File: src/rtl/sargantana_icache_pkg.sv
// Shared types for the icache L2 request path: NC FSM states and transaction tags.
package sargantana_icache_pkg;

    typedef enum logic [1:0] {
        NC_IDLE = 2'd0,
        NC_PEND = 2'd1,
        NC_WAIT = 2'd2
    } nc_state_e;

    // The request/response nc bit doubles as the transaction tag.
    localparam logic NC_TAG = 1'b1;
    localparam logic IC_TAG = 1'b0;

    localparam int unsigned PADDR_W = 40;

endpackage

File: src/rtl/nc_timeout_cnt.sv
// Wait-cycle counter for the NC path; expired_o is high on the TIMEOUT_CYCLES-th
// consecutive cycle of run_i and stays high until run_i drops.
module nc_timeout_cnt #(
    parameter int unsigned TIMEOUT_CYCLES = 1024
) (
    input  logic clk_i,
    input  logic rstn_i,
    input  logic run_i,
    output logic expired_o
);

    localparam int unsigned CNT_W = (TIMEOUT_CYCLES > 1) ? $clog2(TIMEOUT_CYCLES) : 1;
    localparam logic [CNT_W-1:0] LIMIT = CNT_W'(TIMEOUT_CYCLES - 1);

    logic [CNT_W-1:0] cnt_q, cnt_d;

    // Saturate at the limit so a deferred expiry is still visible next cycle.
    always_comb begin
        cnt_d = cnt_q;
        if (!run_i) begin
            cnt_d = '0;
        end else if (cnt_q != LIMIT) begin
            cnt_d = cnt_q + 1'b1;
        end
    end

    always_ff @(posedge clk_i or negedge rstn_i) begin
        if (!rstn_i) begin
            cnt_q <= '0;
        end else begin
            cnt_q <= cnt_d;
        end
    end

    assign expired_o = run_i && (cnt_q == LIMIT);

endmodule

File: src/rtl/nc_l2_req_adapter.sv
// Merges single-pulse NC fetches and held icache misses onto one L2 request port.
// Optional NC wait timeout with stale-response dropping: define NC_L2_TIMEOUT_EN.
module nc_l2_req_adapter
    import sargantana_icache_pkg::*;
#(
    parameter int unsigned L2_DATA_WIDTH  = 512,
    parameter int unsigned TIMEOUT_CYCLES = 1024
) (
    input  logic                     clk_i,
    input  logic                     rstn_i,
    input  logic                     nc_req_valid_i,
    input  logic [PADDR_W-1:0]       nc_req_addr_i,
    input  logic                     icache_miss_valid_i,
    input  logic [PADDR_W-1:0]       icache_miss_addr_i,
    output logic                     icache_miss_ready_o,
    output logic                     l2_req_valid_o,
    input  logic                     l2_req_ready_i,
    output logic [PADDR_W-1:0]       l2_req_addr_o,
    output logic                     l2_req_nc_o,
    input  logic                     l2_rsp_valid_i,
    input  logic                     l2_rsp_nc_i,
    input  logic [L2_DATA_WIDTH-1:0] l2_rsp_data_i,
    output logic                     nc_grant_valid_o,
    output logic                     icache_rsp_valid_o,
    output logic [L2_DATA_WIDTH-1:0] rsp_data_o,
    output logic                     nc_err_o,
    output logic [1:0]               nc_state_o
);

    if (TIMEOUT_CYCLES == 0) begin : g_bad_timeout
        $error("TIMEOUT_CYCLES must be nonzero");
    end

    nc_state_e          state_q, state_d;
    logic [PADDR_W-1:0] addr_q, addr_d;

    logic in_wait;
    logic nc_rsp;
    logic nc_issue;
    logic miss_fwd;
    logic nc_rsp_grant;
    logic timeout_fire;
    logic stale;

    assign in_wait = (state_q == NC_WAIT);
    assign nc_rsp  = l2_rsp_valid_i && (l2_rsp_nc_i == NC_TAG);

`ifdef NC_L2_TIMEOUT_EN
    logic stale_q, stale_d;
    logic cnt_expired;

    nc_timeout_cnt #(
        .TIMEOUT_CYCLES(TIMEOUT_CYCLES)
    ) u_timeout_cnt (
        .clk_i    (clk_i),
        .rstn_i   (rstn_i),
        .run_i    (in_wait),
        .expired_o(cnt_expired)
    );

    // Expiry yields to any response that cycle: rsp_data_o is shared with the icache grant.
    assign timeout_fire = cnt_expired && !l2_rsp_valid_i;
    assign stale        = stale_q;

    always_comb begin
        stale_d = stale_q;
        if (timeout_fire) begin
            stale_d = 1'b1;
        end else if (nc_rsp) begin
            stale_d = 1'b0;
        end
    end

    always_ff @(posedge clk_i or negedge rstn_i) begin
        if (!rstn_i) begin
            stale_q <= 1'b0;
        end else begin
            stale_q <= stale_d;
        end
    end
`else
    assign timeout_fire = 1'b0;
    assign stale        = 1'b0;
`endif

    always_comb begin
        state_d = state_q;
        addr_d  = addr_q;
        case (state_q)
            NC_IDLE: begin
                if (nc_req_valid_i) begin
                    state_d = NC_PEND;
                    addr_d  = nc_req_addr_i;
                end
            end
            NC_PEND: begin
                if (nc_issue && l2_req_ready_i) begin
                    state_d = NC_WAIT;
                end
            end
            NC_WAIT: begin
                if (nc_rsp || timeout_fire) begin
                    state_d = NC_IDLE;
                end
            end
            default: begin
                state_d = NC_IDLE;
            end
        endcase
    end

    always_ff @(posedge clk_i or negedge rstn_i) begin
        if (!rstn_i) begin
            state_q <= NC_IDLE;
            addr_q  <= '0;
        end else begin
            state_q <= state_d;
            addr_q  <= addr_d;
        end
    end

    // Handshake: a request transfers in any cycle where l2_req_valid_o && l2_req_ready_i;
    // the miss source holds icache_miss_valid_i until icache_miss_ready_o, while an NC
    // pulse is held internally in NC_PEND. Responses are single-cycle with no back-pressure.
    assign nc_issue = (state_q == NC_PEND) && !stale;
    assign miss_fwd = (state_q != NC_PEND) && icache_miss_valid_i;

    assign l2_req_valid_o      = nc_issue || miss_fwd;
    assign l2_req_nc_o         = nc_issue ? NC_TAG : IC_TAG;
    assign l2_req_addr_o       = nc_issue ? addr_q : (miss_fwd ? icache_miss_addr_i : '0);
    assign icache_miss_ready_o = miss_fwd && l2_req_ready_i;

    assign nc_rsp_grant       = nc_rsp && in_wait;
    assign nc_grant_valid_o   = nc_rsp_grant || timeout_fire;
    assign icache_rsp_valid_o = l2_rsp_valid_i && (l2_rsp_nc_i == IC_TAG);
    assign nc_err_o           = timeout_fire;
    // Data is zero unless a real grant is carrying it, which also zeroes timeout completions.
    assign rsp_data_o         = (nc_rsp_grant || icache_rsp_valid_o) ? l2_rsp_data_i : '0;
    assign nc_state_o         = state_q;

endmodule

File: config.mk
export PLATFORM = sky130hd
export DESIGN_NAME = nc_l2_req_adapter
export DESIGN_NICKNAME = d
export VERILOG_FILES = /design/src/rtl/sargantana_icache_pkg.sv /design/src/rtl/nc_timeout_cnt.sv /design/src/rtl/nc_l2_req_adapter.sv
export SDC_FILE = /design/constraint.sdc
export NUM_CORES = 1
export LEC_CHECK = 0
export CAP_MARGIN = 20
export CORE_AREA = 5 5 447 449
export CTS_BUF_LIST = sky130_fd_sc_hd__clkbuf_4 sky130_fd_sc_hd__clkbuf_8
export CTS_CLUSTER_DIAMETER = 30
export DETAILED_ROUTE_END_ITERATION = 6
export DIE_AREA = 0 0 452 454
export GPL_TIMING_DRIVEN = 0
export PLACE_DENSITY = 0.33
export SLEW_MARGIN = 40
export SYNTH_ARGS = -nofsm -noshare
export SYNTH_HDL_FRONTEND = slang
export SYNTH_SLANG_ARGS = --single-unit
export TNS_END_PERCENT = 5
File: constraint.sdc
create_clock -name clk_i -period 1.62 [get_ports clk_i]
set_input_delay 0.243 -clock clk_i [delete_from_list [all_inputs] [get_ports clk_i]]
set_output_delay 0.243 -clock clk_i [all_outputs]
set_load 0.02 [all_outputs]
**Word level (Yosys, flattened, before mapping)**

Index checks and enable logic that the tools add are counted.

- Equal/unequal tests: 6
- Muxes and demuxes: 8
- Bitwise operators: 1
- Reductions and logical operators: 11

Operators by type and width:

| kind | count |
|---|---|
| two-way mux 512 bit | 1 |
| two-way mux 40 bit | 2 |
| logical AND 1 bit | 6 |
| two-way mux 2 bit | 3 |
| != test 2 x 1 -> 1 bit, second input constant | 3 |
| case mux 2 bit (3 select lines) | 1 |
| AND reduction 3 bit | 1 |
| == test 2 x 1 -> 1 bit, second input constant | 1 |
| == test 2 bit, second input constant | 1 |
| zero test 2 bit | 1 |
| logical OR 1 bit | 2 |
| != test 2 bit, second input constant | 1 |
| AND reduction 2 bit | 1 |
| two-way mux 1 bit | 1 |
| NOT 1 bit | 1 |

- Input port bits: 599
- Output and inout bits: 560
- Word-level logic and storage cells: 28
- Register bits after elaboration: 42

**Depth between registers and ports, before layout**

- Depth in word-level cells: 4
- Mapped depth: 6
- Gate-level depth less buffers: 2

**Worst setup path before layout**

No wires, ideal clock.

- Kind: register to output
- Start point: register state_q[0] (netlist: nc_state_o[0])
- End point: output rsp_data_o[0]
- Cell stages (with the launch flop): 6
- Arrival time: 1.718 ns
- Setup slack: -0.341 ns
- Data required time: 1.377 ns
- Buffers on the path: 3
- Cell sequence: dfrtp_1 > buf_6 > nand2b_1 > buf_2 > clkbuf_1 > a211oi_1

- Longest elaborated chain between the ends: 4

RTL lines:

| element | RTL line | source |
|---|---|---|
| start: declaration | nc_l2_req_adapter.sv:34 | `nc_state_e state_q, state_d;` |
| start signal: assignment | nc_l2_req_adapter.sv:117 | `state_q <= state_d;` |
| == test 2 bit | nc_l2_req_adapter.sv:45 | `assign in_wait = (state_q == NC_WAIT);` |
| logical AND 1 bit | nc_l2_req_adapter.sv:133 | `assign nc_rsp_grant = nc_rsp && in_wait;` |
| logical OR 1 bit | nc_l2_req_adapter.sv:138 | `assign rsp_data_o = (nc_rsp_grant \|\| icache_rsp_valid_o) ? l2_rsp_data_i : '0;` |
| two-way mux 512 bit | nc_l2_req_adapter.sv:138 |  |
| end: declaration | nc_l2_req_adapter.sv:25 | `output logic [L2_DATA_WIDTH-1:0] rsp_data_o,` |

No other way between the ends.

**Worst setup path in the final report**

- Start point: register state_q[0] (netlist: nc_state_o[0])
- End point: output rsp_data_o[95]

The elaborated chain is that of the path after synthesis.

==> reports/qor.yml <==
status: "finished with violations"
violations: "setup timing"
power_mw: 23.8
start_util_pct: 5.88
nFillCells: 22500
synth.distinct_cells: 24
num_vias: 15700
route.detailed.drc: 0
vias_per_cell: 3.03
io_buffers: 1155
grt_max_degree: 25
track_usage_pct: 15.0
final.min_clock_period_ns: 2.63
reg2reg_depth: 5
dp_hpwl_mm: 151
grt-ovfl-total: 0
synth.most_common_cell: "inv_1"
crit_required_ns: 1.38
core_area_um2: 196000
power_density_nw_per_um2: 859
io_pins: 1159
clock_path_buffers: 2
cp_max_fo: 10
numCtsBuffers: 5
path_cells: "buf_6 > nand2b_4 > buf_12 > buf_16 > buf_6 > a211oi_4 > buf_6"
fin_crit_sh_pct: 162
synth_seq_cells: 42
synth_area_leaders: "a211oi_2 (51%), inv_1 (17%), dfrtp_1 (9.1%)"
arrival_ns: 2.39
globalplace.congestion: 0.943
cts_sinks: 42
rows: 163
max-slew-margin-rel_pct: 43.8
critPathSlowestCell: "a211oi_4"
syn-cell-area_um2: 11500
drive_gt1_share_pct: 43.9
synth_seq_area_share_pct: 9.14
detailed_place.area_um2: 26800
yosysTopAreaCell: "a211oi_2"
p_leak_nw: 11.2
fmax_mhz: 380
antenna_left: 0
crit_top_cell: "buf_6"
synthFlopType: "dfrtp_1"
rsz0062_at_grt: "yes"
synthesis.instances: 1436
die_area_um2: 205000
worst_setup_path_end_kind: "output pin"
cts.clk_slew.worst_paths_ns: 0.10
cts_tree: "yes"
root_buffer: "clkbuf_8"
grt_antenna_before_repair: 45
drt_wl_total_mm: 164
fin_ws_ns: -1.01
fin_util_pct: 14.1
synth_edf_count: 0
die_w_um: 452
syn_avg_cell_area_um2: 8.01
drv_slew: 0
multi_input_area_um2: 8930
async_flop_share_pct: 100
vdd_drop_max_mv: 0.488
hold_class: "primary input to asynchronous set/reset pin"
cap_violations: 0
cts_max_level: 2
grt_pass1_vias: 16500
worstMarginPinSlew_ns: 0.842
routedWlPerCell_um: 31.7
finalSetupViolCount: 599
dr.first_iter.drc_count: 815
grt_pass1_wl_mm: 199
synth_top_area_share_pct: 51.0
worstSetupStartpointType: "register"
ys_top_cells_by_count: "inv_1 (512), a211oi_2 (469), clkbuf_1 (92)"
cp_slowest_stage_delay_ns: 0.51
firstDrtPassIters: 5
die_h_um: 454
skew_ns: 0.0118
worstSetupPathType: "register to output pin"
nets: 3211
synthesis.nets: 2035
areaGrowthSynthToFinish_pct: 140
hold_violations: 0
ff_latch_area_um2: 1050
fin_area_um2: 27700
clock_latency_ns: 0.34
synth_warnings: 0
==> kinds of logic after synthesis <==
kind of cell,count (synthesis),share of synthesized area [%]
buf+inv,707,26.7
compound gates,554,55.7
flops,42,9.14
mux,40,3.92
simple gates,92,4.51
other cells,1,0.0326
==> final timing paths <==
check | startpoint | end | slack, ns
worst max-delay path | nc_state_o[0]$_DFFE_PN0P_ | rsp_data_o[95] | -1.01
worst min-delay path | rstn_i | addr_q[12]$_DFFE_PN0P_ | 0.35
worst max register to register | nc_state_o[0]$_DFFE_PN0P_ | addr_q[27]$_DFFE_PN0P_ | -0.21
worst min register to register | addr_q[15]$_DFFE_PN0P_ | addr_q[15]$_DFFE_PN0P_ | 0.51
max in group asynchronous | rstn_i | addr_q[23]$_DFFE_PN0P_ | 0.78
min in group clk_i | nc_req_valid_i | nc_state_o[0]$_DFFE_PN0P_ | 0.48
==> cells in the final DEF (no fill, tap or decap), types with 40 or more instances in the layout <==
cell type / n
clkdlybuf4s15_2: 69
clkdlybuf4s50_1: 604
nand3b_1: 40
buf_4: 139
dlygate4sd2_1: 138
a211oi_2: 335
buf_6: 131
a211oi_4: 177
clkbuf_2: 56
dfrtp_1: 40
nand2_1: 42
inv_1: 512
buf_2: 151
==> report_power, final <==
group	total, mW	internal (mW)	switching [mW]
registers	1.92	1.59	0.330
logic	20.9	8.03	12.9
clock network	0.972	0.464	0.508
total	23.8	10.1	13.7
==> layout make-up <==
class                           count  share of cell area, %
Antenna cell                        7                 0.0633
Buffer                            194                   5.71
Clock buffer                        5                  0.249
Clock inverter                      3                  0.158
Inverter                          513                   6.98
Multi-Input combinational cell    687                   32.3
Sequential cell                    42                   3.81
Tap cell                         2557                   11.6
Timing Repair Buffer             1169                   39.2
==> per-layer routing <==
metal	track usage, %	wire (µm)	up-vias
li1	-	-	7001
met1	17.3	64500	7869
met2	28.4	85900	683
met3	4.21	11100	110
met4	1.30	2780	0
met5	0	0	-
==> metrics by stage <==
| step | hold WS (ns) | TNS [ns] | instances | worst slack [ns] |
|---|---|---|---|---|
| 2_1_floorplan | -0.0526 | -99.93 | 1436 | -0.194 |
| 3_3_place_gp | 0.473 | -1093.00 | 5148 | -2.48 |
| 3_5_place_dp | 0.191 | -960.15 | 5149 | -2.13 |
| 4_1_cts | 0.321 | -532.96 | 5158 | -1.02 |
| 5_1_grt | 0.360 | -503.58 | 5173 | -1.02 |
| 6_report | 0.354 | -444.22 | 5177 | -1.01 |
==> flip-flops by register name (all words and copies together), names as in the netlist <==
signal,flops
addr_q,40
nc_state_o,2
==> worst max-delay path, delay by kind of cell, from the launching register on <==
kind / cells / cell delay [ns]
AO/OA/AOI/OAI: 1 / 0.51
flip-flops: 1 / 0.42
AND/OR/NAND/NOR: 1 / 0.18
buffers and inverters: 5 / 0.88
==> timing repair <==
action                                   CTS  global route
gates cloned                               0             4
endpoints found under the hold margin     23             0
hold buffers                               1             0
pin swaps                                 55            37
setup buffers                              0             8
endpoints found under the setup margin   600           599
resized for setup                       1772           701
Note: power is estimated with default switching activity, not from simulation.
